===== config.mk =====
export PLATFORM = sky130hd
export DESIGN_NAME = fir_sample_sequencer
export DESIGN_NICKNAME = d
export VERILOG_FILES = /design/src/rtl/fir_sample_sequencer.sv
export SDC_FILE = /design/constraint.sdc
export NUM_CORES = 1
export LEC_CHECK = 0
export CORE_ASPECT_RATIO = 1.2
export CORE_UTILIZATION = 54
export DETAILED_ROUTE_END_ITERATION = 16
export PLACE_DENSITY = 0.86
export SLEW_MARGIN = 20
export SYNTH_ARGS = -nofsm -noshare
export SYNTH_HDL_FRONTEND = slang
export SYNTH_SLANG_ARGS = --single-unit
export TNS_END_PERCENT = 1

===== constraint.sdc =====
create_clock -name clk -period 4.6 [get_ports clk]
set_input_delay 1.38 -clock clk [delete_from_list [all_inputs] [get_ports clk]]
set_output_delay 1.38 -clock clk [all_outputs]
set_load 0.05 [all_outputs]

===== src/rtl/fir_sample_sequencer.sv =====
// fir_sample_sequencer: writes each accepted sample into a circular buffer in
// the sample memory, then streams the newest NTAPS samples (newest first) to the MAC.
module fir_sample_sequencer #(
    parameter int ADDR_W = 12,
    parameter int DATA_W = 16,
    parameter int NTAPS  = 16,
    parameter int IDX_W  = 8
) (
    input  logic              clk,
    input  logic              rst_n,
    input  logic              flush,
    input  logic              s_valid,
    output logic              s_ready,
    input  logic [DATA_W-1:0] s_data,
    output logic              tap_valid,
    input  logic              tap_ready,
    output logic [DATA_W-1:0] tap_data,
    output logic [IDX_W-1:0]  tap_index,
    output logic              tap_last,
    output logic [ADDR_W-1:0] mem_address,
    output logic [DATA_W-1:0] mem_data_in,
    output logic              mem_write_enable_n,
    input  logic [DATA_W-1:0] mem_data_out
);
    // k and fill share one width so the warm-up compare needs no extension
    localparam int CW = $clog2(NTAPS + 1);

    typedef enum logic [2:0] {IDLE, WRITE, RD_ADDR, RD_DATA, OUT} state_t;

    state_t            state, next;
    logic [ADDR_W-1:0] wr_ptr, rd_ptr;
    logic [CW-1:0]     k, fill;
    logic [DATA_W-1:0] sample;

    always_ff @(posedge clk or negedge rst_n) begin
        if (!rst_n) state <= IDLE;
        else        state <= next;
    end

    always_comb begin
        next = state;
        case (state)
            IDLE:    if (s_valid) next = WRITE;
            WRITE:   next = RD_ADDR;
            RD_ADDR: next = RD_DATA;
            RD_DATA: next = OUT;
            OUT:     if (tap_ready) next = tap_last ? IDLE : RD_ADDR;
            default: next = IDLE;
        endcase
        if (flush) next = IDLE;
    end

    assign s_ready            = state == IDLE;
    assign tap_valid          = state == OUT;
    // read address is held across issue and capture cycles for the bank mux
    assign mem_address        = (state == RD_ADDR || state == RD_DATA) ? rd_ptr : wr_ptr;
    // flush suppresses the write so an aborted WRITE never commits
    assign mem_write_enable_n = !(state == WRITE && !flush);
    assign mem_data_in        = sample;
    assign tap_index          = IDX_W'(k);
    assign tap_last           = k == CW'(NTAPS - 1);

    always_ff @(posedge clk or negedge rst_n) begin
        if (!rst_n) begin
            wr_ptr   <= '0;
            rd_ptr   <= '0;
            k        <= '0;
            fill     <= '0;
            sample   <= '0;
            tap_data <= '0;
        end else if (flush) begin
            wr_ptr <= '0;
            rd_ptr <= '0;
            k      <= '0;
            fill   <= '0;
        end else begin
            case (state)
                IDLE: if (s_valid) sample <= s_data;
                WRITE: begin
                    rd_ptr <= wr_ptr;
                    wr_ptr <= wr_ptr + ADDR_W'(1);
                    fill   <= (fill == CW'(NTAPS)) ? fill : fill + CW'(1);
                    k      <= '0;
                end
                // locations never written since reset/flush read as zero
                RD_DATA: tap_data <= (k < fill) ? mem_data_out : '0;
                OUT: if (tap_ready) begin
                    rd_ptr <= rd_ptr - ADDR_W'(1);
                    k      <= k + CW'(1);
                end
                default: ;
            endcase
        end
    end
endmodule


# After elaboration in Yosys (flattened, before gate mapping)

Index checks and enable logic that the tools add are counted.

Register bits: 69
Latch bits: 0
Output and inout bits: 56
Logic and storage cells: 52
Memory bits (read-only): 0
Memory bits (writable): 0
Memories: 0

Shift operators: 0
Bitwise gates (word level): 1
Equality and inequality tests: 9
$mul: 0
Div/mod/pow operators: 0
Mux-type cells: 18
Reduce and logical (&&, ||, !) cells: 12
Magnitude comparators: 1
Add/sub/neg operators: 4

Operator list:

| operator                                                                 | number |
|---|---|
| 12-bit 2-to-1 mux                                                        | 5 |
| 5-bit 2-to-1 mux                                                         | 5 |
| 12-bit case mux with 2 select lines                                      | 1 |
| 16-bit 2-to-1 mux                                                        | 1 |
| 3-bit case mux with 5 select lines                                       | 1 |
| 12-bit by 1-bit adder with 12-bit output (second input constant)         | 1 |
| 12-bit by 1-bit subtractor with 12-bit output (second input constant)    | 1 |
| 5-bit by 1-bit adder with 5-bit output (second input constant)           | 2 |
| 5-bit case mux with 2 select lines                                       | 1 |
| 3-bit 2-to-1 mux                                                         | 3 |
| 2-bit AND reduction                                                      | 4 |
| 3-bit by 2-bit equality test with 1-bit output (second input constant)   | 2 |
| 5-bit by 4-bit equality test with 1-bit output (second input constant)   | 1 |
| 5-bit equality test (second input constant)                              | 1 |
| 5-bit less-than comparator                                               | 1 |
| 3-bit by 1-bit equality test with 1-bit output (second input constant)   | 1 |
| 3-bit equality test (second input constant)                              | 1 |
| 3-bit zero test                                                          | 1 |
| 3-bit by 2-bit inequality test with 1-bit output (second input constant) | 1 |
| 3-bit inequality test (second input constant)                            | 1 |
| 3-bit AND reduction                                                      | 1 |
| 3-bit nonzero test                                                       | 1 |
| 1-bit zero test                                                          | 2 |
| 2-bit 2-to-1 mux                                                         | 1 |
| 5 further kinds                                                          | 5 |

# Depth between registers and ports, before layout

Gate-level depths: netlist of run 1.

Word-level depth: 5
Depth in mapped cells: 6
Depth with buffers taken out: 6

# Worst setup path after synthesis of run 1

Ideal clock, no wire load.

Path kind: register to output
Start point: register state[2]
End point: output mem_address[0]
Cell stages (with the launch flop): 5
Required time: 3.220 ns
Buffers on the path: 2
Slack: 1.159 ns
Data arrival time: 2.061 ns
Path through: dfrtp_1 > nand2b_1 > clkbuf_1 > clkbuf_1 > o21ai_0

Longest elaborated chain between the ends: 3
Elaborated cells between the ends (all ways): 4

Ends and longest elaborated chain:

| what                                           | RTL line | text |
|---|---|---|
| start, declared                                | 30       | `state_t state, next;` |
| start signal, assigned                         | 37       | `else state <= next;` |
| 3-bit by 2-bit equality test with 1-bit output | 56       | `assign mem_address = (state == RD_ADDR \|\| state == RD_DATA) ? rd_ptr : wr_ptr;` |
| 1-bit logical OR (*)                           | 56       |  |
| 12-bit 2-to-1 mux (*)                          | 56       |  |
| end, declared                                  | 20       | `output logic [ADDR_W-1:0] mem_address,` |

Mark *: on every way between the ends. The rest lies on a longest branch, timed or not.

# Worst setup path after layout of run 1

Start point: register state[2]
End point: output mem_address[2]

The elaborated chain is that of the path after synthesis.

==> results.cfg, run 1 <==
[clock_tree]
clkLatencyLatePin_ns = 0.34
cts_resized = 0
cts_buffers = 9
ctsLongestPathBuffers = 2
clkSlewWorstSetupHoldPaths_ns = 0.07
post_cts.repair.setup_buffers = 0
htree_levels = 3
cts_sinks = 69
root_buffer = clkbuf_8
postCtsHoldBufs = 0
cts_tree = yes

[routing]
wl_um = 9400
detail-route-antenna-nets = 0
wl_met2_um = 4700
wl_met1_um = 3930
maxUsedRoutingLayer = met4
drc = 0
vias = 3336
via_per_inst = 6.10
routedWlPerCell_um = 17.2
route.met3.wl_um = 580
dr.pass1.iters = 5
drt_iter0_drc = 211

[worst_setup_path]
r2r-start = state[0]
arrival_ns = 2.68
required_ns = 3.22
crit_fanout = 17
crit_path_start_kind = flip-flop
worst-setup-path-type = reg2out
r2r_setup_slack_ns = 2.41
reg2reg_to = rd_ptr[1]
reg2reg_depth = 5
worst_setup_path_end_kind = output pin

[hold_path]
min_to = tap_data[10]
hold_class = reg2reg
hold_depth = 2
min_from = tap_data[10]

[power_and_ir_drop]
p_per_area_nw_per_um2 = 373
vdd_ir_drop_max_mv = 0.408
swShare = 0.377
netSwitchingPower_w = 0.000685
power.share.clock = 0.239
power.internal_w = 0.00113
seqPwrFrac = 0.406
p_leak_nw = 2.05
p_comb_frac = 0.356

[placed_design]
gp_congestion = 0.817
place_inst = 533
dp_slack_ns = 0.877
io_buffers = 89
dpl.hpwl_um = 6220

[logic_synthesis]
synthFlopType = dfrtp_1
synth_top_family_by_area = compound AO/OA/AOI/OAI gates
synth_area_um2 = 3780
yosys.area_share.simple = 0.173
synth_top_area_frac = 0.457
postSynthCellCount = 379
synthAdderAreaFrac = 0.0331
avgSynthCellArea_um2 = 9.97
synth_edf_count = 0
synth_mux_area_frac = 0.0772
synth_warnings = 0
ys_seq_area_frac = 0.457
synth_compound_area_frac = 0.177
async_flop_share = 1.00
synth-seq-cells = 69
post-synth-top-area-cell = dfrtp_1
synth_cell_types = 57
synthTopCellsByArea = dfrtp_1, mux2_2, o2111ai_1
synth_xor_area_frac = 0.0325

[sta]
drv_slew = 0
finalSetupTns_ns = 0
relSlewSlack = 0.308
hold_violations = 0
clock-skew-final_ns = 0.00936
period_share = 0.883
fmax_mhz = 246
setup_viol = 0
period_minus_slack_ns = 4.06
worst_slew_pin_slew_ns = 1.04
fin_ws_ns = 0.537
hold_ws_ns = 0.489
rsz0062_at_grt = no

[global_route]
overflow = 0
grt_max_degree = 47
grt_pass1_vias = 3214
antenna_found_initial = 0
track_usage = 0.274
grt_pass1_wl_um = 15600

[layout]
fin_cells = 547
fill_cells = 503
area_growth_pct = 29.1
diodes = 0
post-route-util = 0.716
nets = 504
drive_gt1_frac = 0.117

[floorplanning]
initial_core_util = 0.555
die_w_um = 78.4
fp-row-count = 33
die_h_um = 93.6
core_um2 = 6810
io_pins = 93
die_area_um2 = 7340

[status]
status = finished, final reports clean

[job]
drv_cap = 0
[synthesized netlist by cell type, types with 2 or more instances]
library cell and number:
and2_1 2, a32oi_1 16, o32ai_1 2, dfrtp_1 69, a21oi_1 18, a31oi_1 2, o2111ai_1 17, xnor2_1 3
ha_1 10, inv_1 14, mux2_2 24, nor2_1 25, nand3_1 8, or3b_1 2, o21ai_1 7, nand4bb_1 2
nor3_1 8, nor3b_1 3, a211oi_1 5, and4_1 2, a21o_1 3, nand2b_1 9, xor2_1 11, buf_2 6
nand2_1 31, or3_1 5, and3_1 3, nand4_1 9, clkbuf_1 19, nand3b_1 3, o21ai_0 13, buf_4 3
[metal layers]
metal	vias up	GRT usage
li1	1551	-
met3	13	0.0507
met1	1629	0.348
met4	0	0.110
met2	143	0.460
met5	-	0
[sequential cells by signal (all words and copies together) (netlist names)]
name         count
k                5
state            3
fill             5
rd_ptr          12
tap_data        16
wr_ptr          12
mem_data_in     16
[power groups by stage]
stage | combinational, W | sequential (W) | clock [W]
2_1_floorplan | 0.000199 | 0.000963 | 0
3_3_place_gp | 0.000635 | 0.000743 | 0
3_5_place_dp | 0.000646 | 0.000747 | 0
4_1_cts | 0.000649 | 0.000737 | 0.000441
5_1_grt | 0.000679 | 0.000747 | 0.000471
6_report | 0.000647 | 0.000738 | 0.000434
[layout make-up]
type	instances	area, um^2	area share
multi-input combinational	268	1880	0.386
tap	87	109	0.0223
inverter	15	61.3	0.0126
clock inverter	2	10.0	0.00205
sequential	69	1730	0.354
timing repair buffer	94	933	0.191
clock buffer	12	155	0.0318
[cells by family after synthesis]
kind of cell	Yosys count
and+or+nand+nor	121
other	1
muxes	26
xor gates and xnor gates	14
DFF	69
AOI/OAI and AO/OA	94
adders and majority gates	10
buffers and inverters	44
[how the worst max path moves through the flow]
stage,start,end,slack [ns]
2_1_floorplan,state[2],mem_address[0],1.16
3_3_place_gp,flush,mem_write_enable_n,0.91
3_5_place_dp,flush,mem_data_in[4],0.88
4_1_cts,state[2],mem_address[11],0.54
5_1_grt,state[2],mem_address[2],0.39
6_report,state[2],mem_address[2],0.54
[critical path, stage by stage (launching register included)]
cell and delay, ns:
dfrtp_1 0.63, nand2b_1 0.60, mux2_2 0.41, clkdlybuf4s50_1 0.70
[metrics by stage]
stage          power, W  area (um^2)
2_1_floorplan   0.00116         3790
3_3_place_gp    0.00138         4700
3_5_place_dp    0.00139         4700
4_1_cts         0.00183         4870
5_1_grt         0.00190         4880
6_report        0.00182         4880
[cell usage in the layout, fill, tap and decap left out, types with 5 or more instances in the layout]
master / count
o21ai_1: 6
xor2_1: 11
nor2_1: 24
mux2_2: 24
dfrtp_1: 69
a21oi_1: 18
o21ai_0: 13
nor3_1: 8
buf_4: 5
a211oi_1: 5
o2111ai_1: 17
or3_1: 5
ha_1: 10
inv_1: 14
nand4_1: 9
a32oi_1: 16
clkdlybuf4s50_1: 87
nand2b_1: 9
nand3_1: 8
clkbuf_8: 11
nand2_1: 31
No activity file was read; power rests on OpenSTA's default activity.
==> run 2, diff against run 1 <==
GPL_ROUTABILITY_DRIVEN = 0   (was not set)
TNS_END_PERCENT = not set   (was 1)
==> results of run 2 <==
Same layout as run 1: the final DEF is identical, and so are final timing and power.
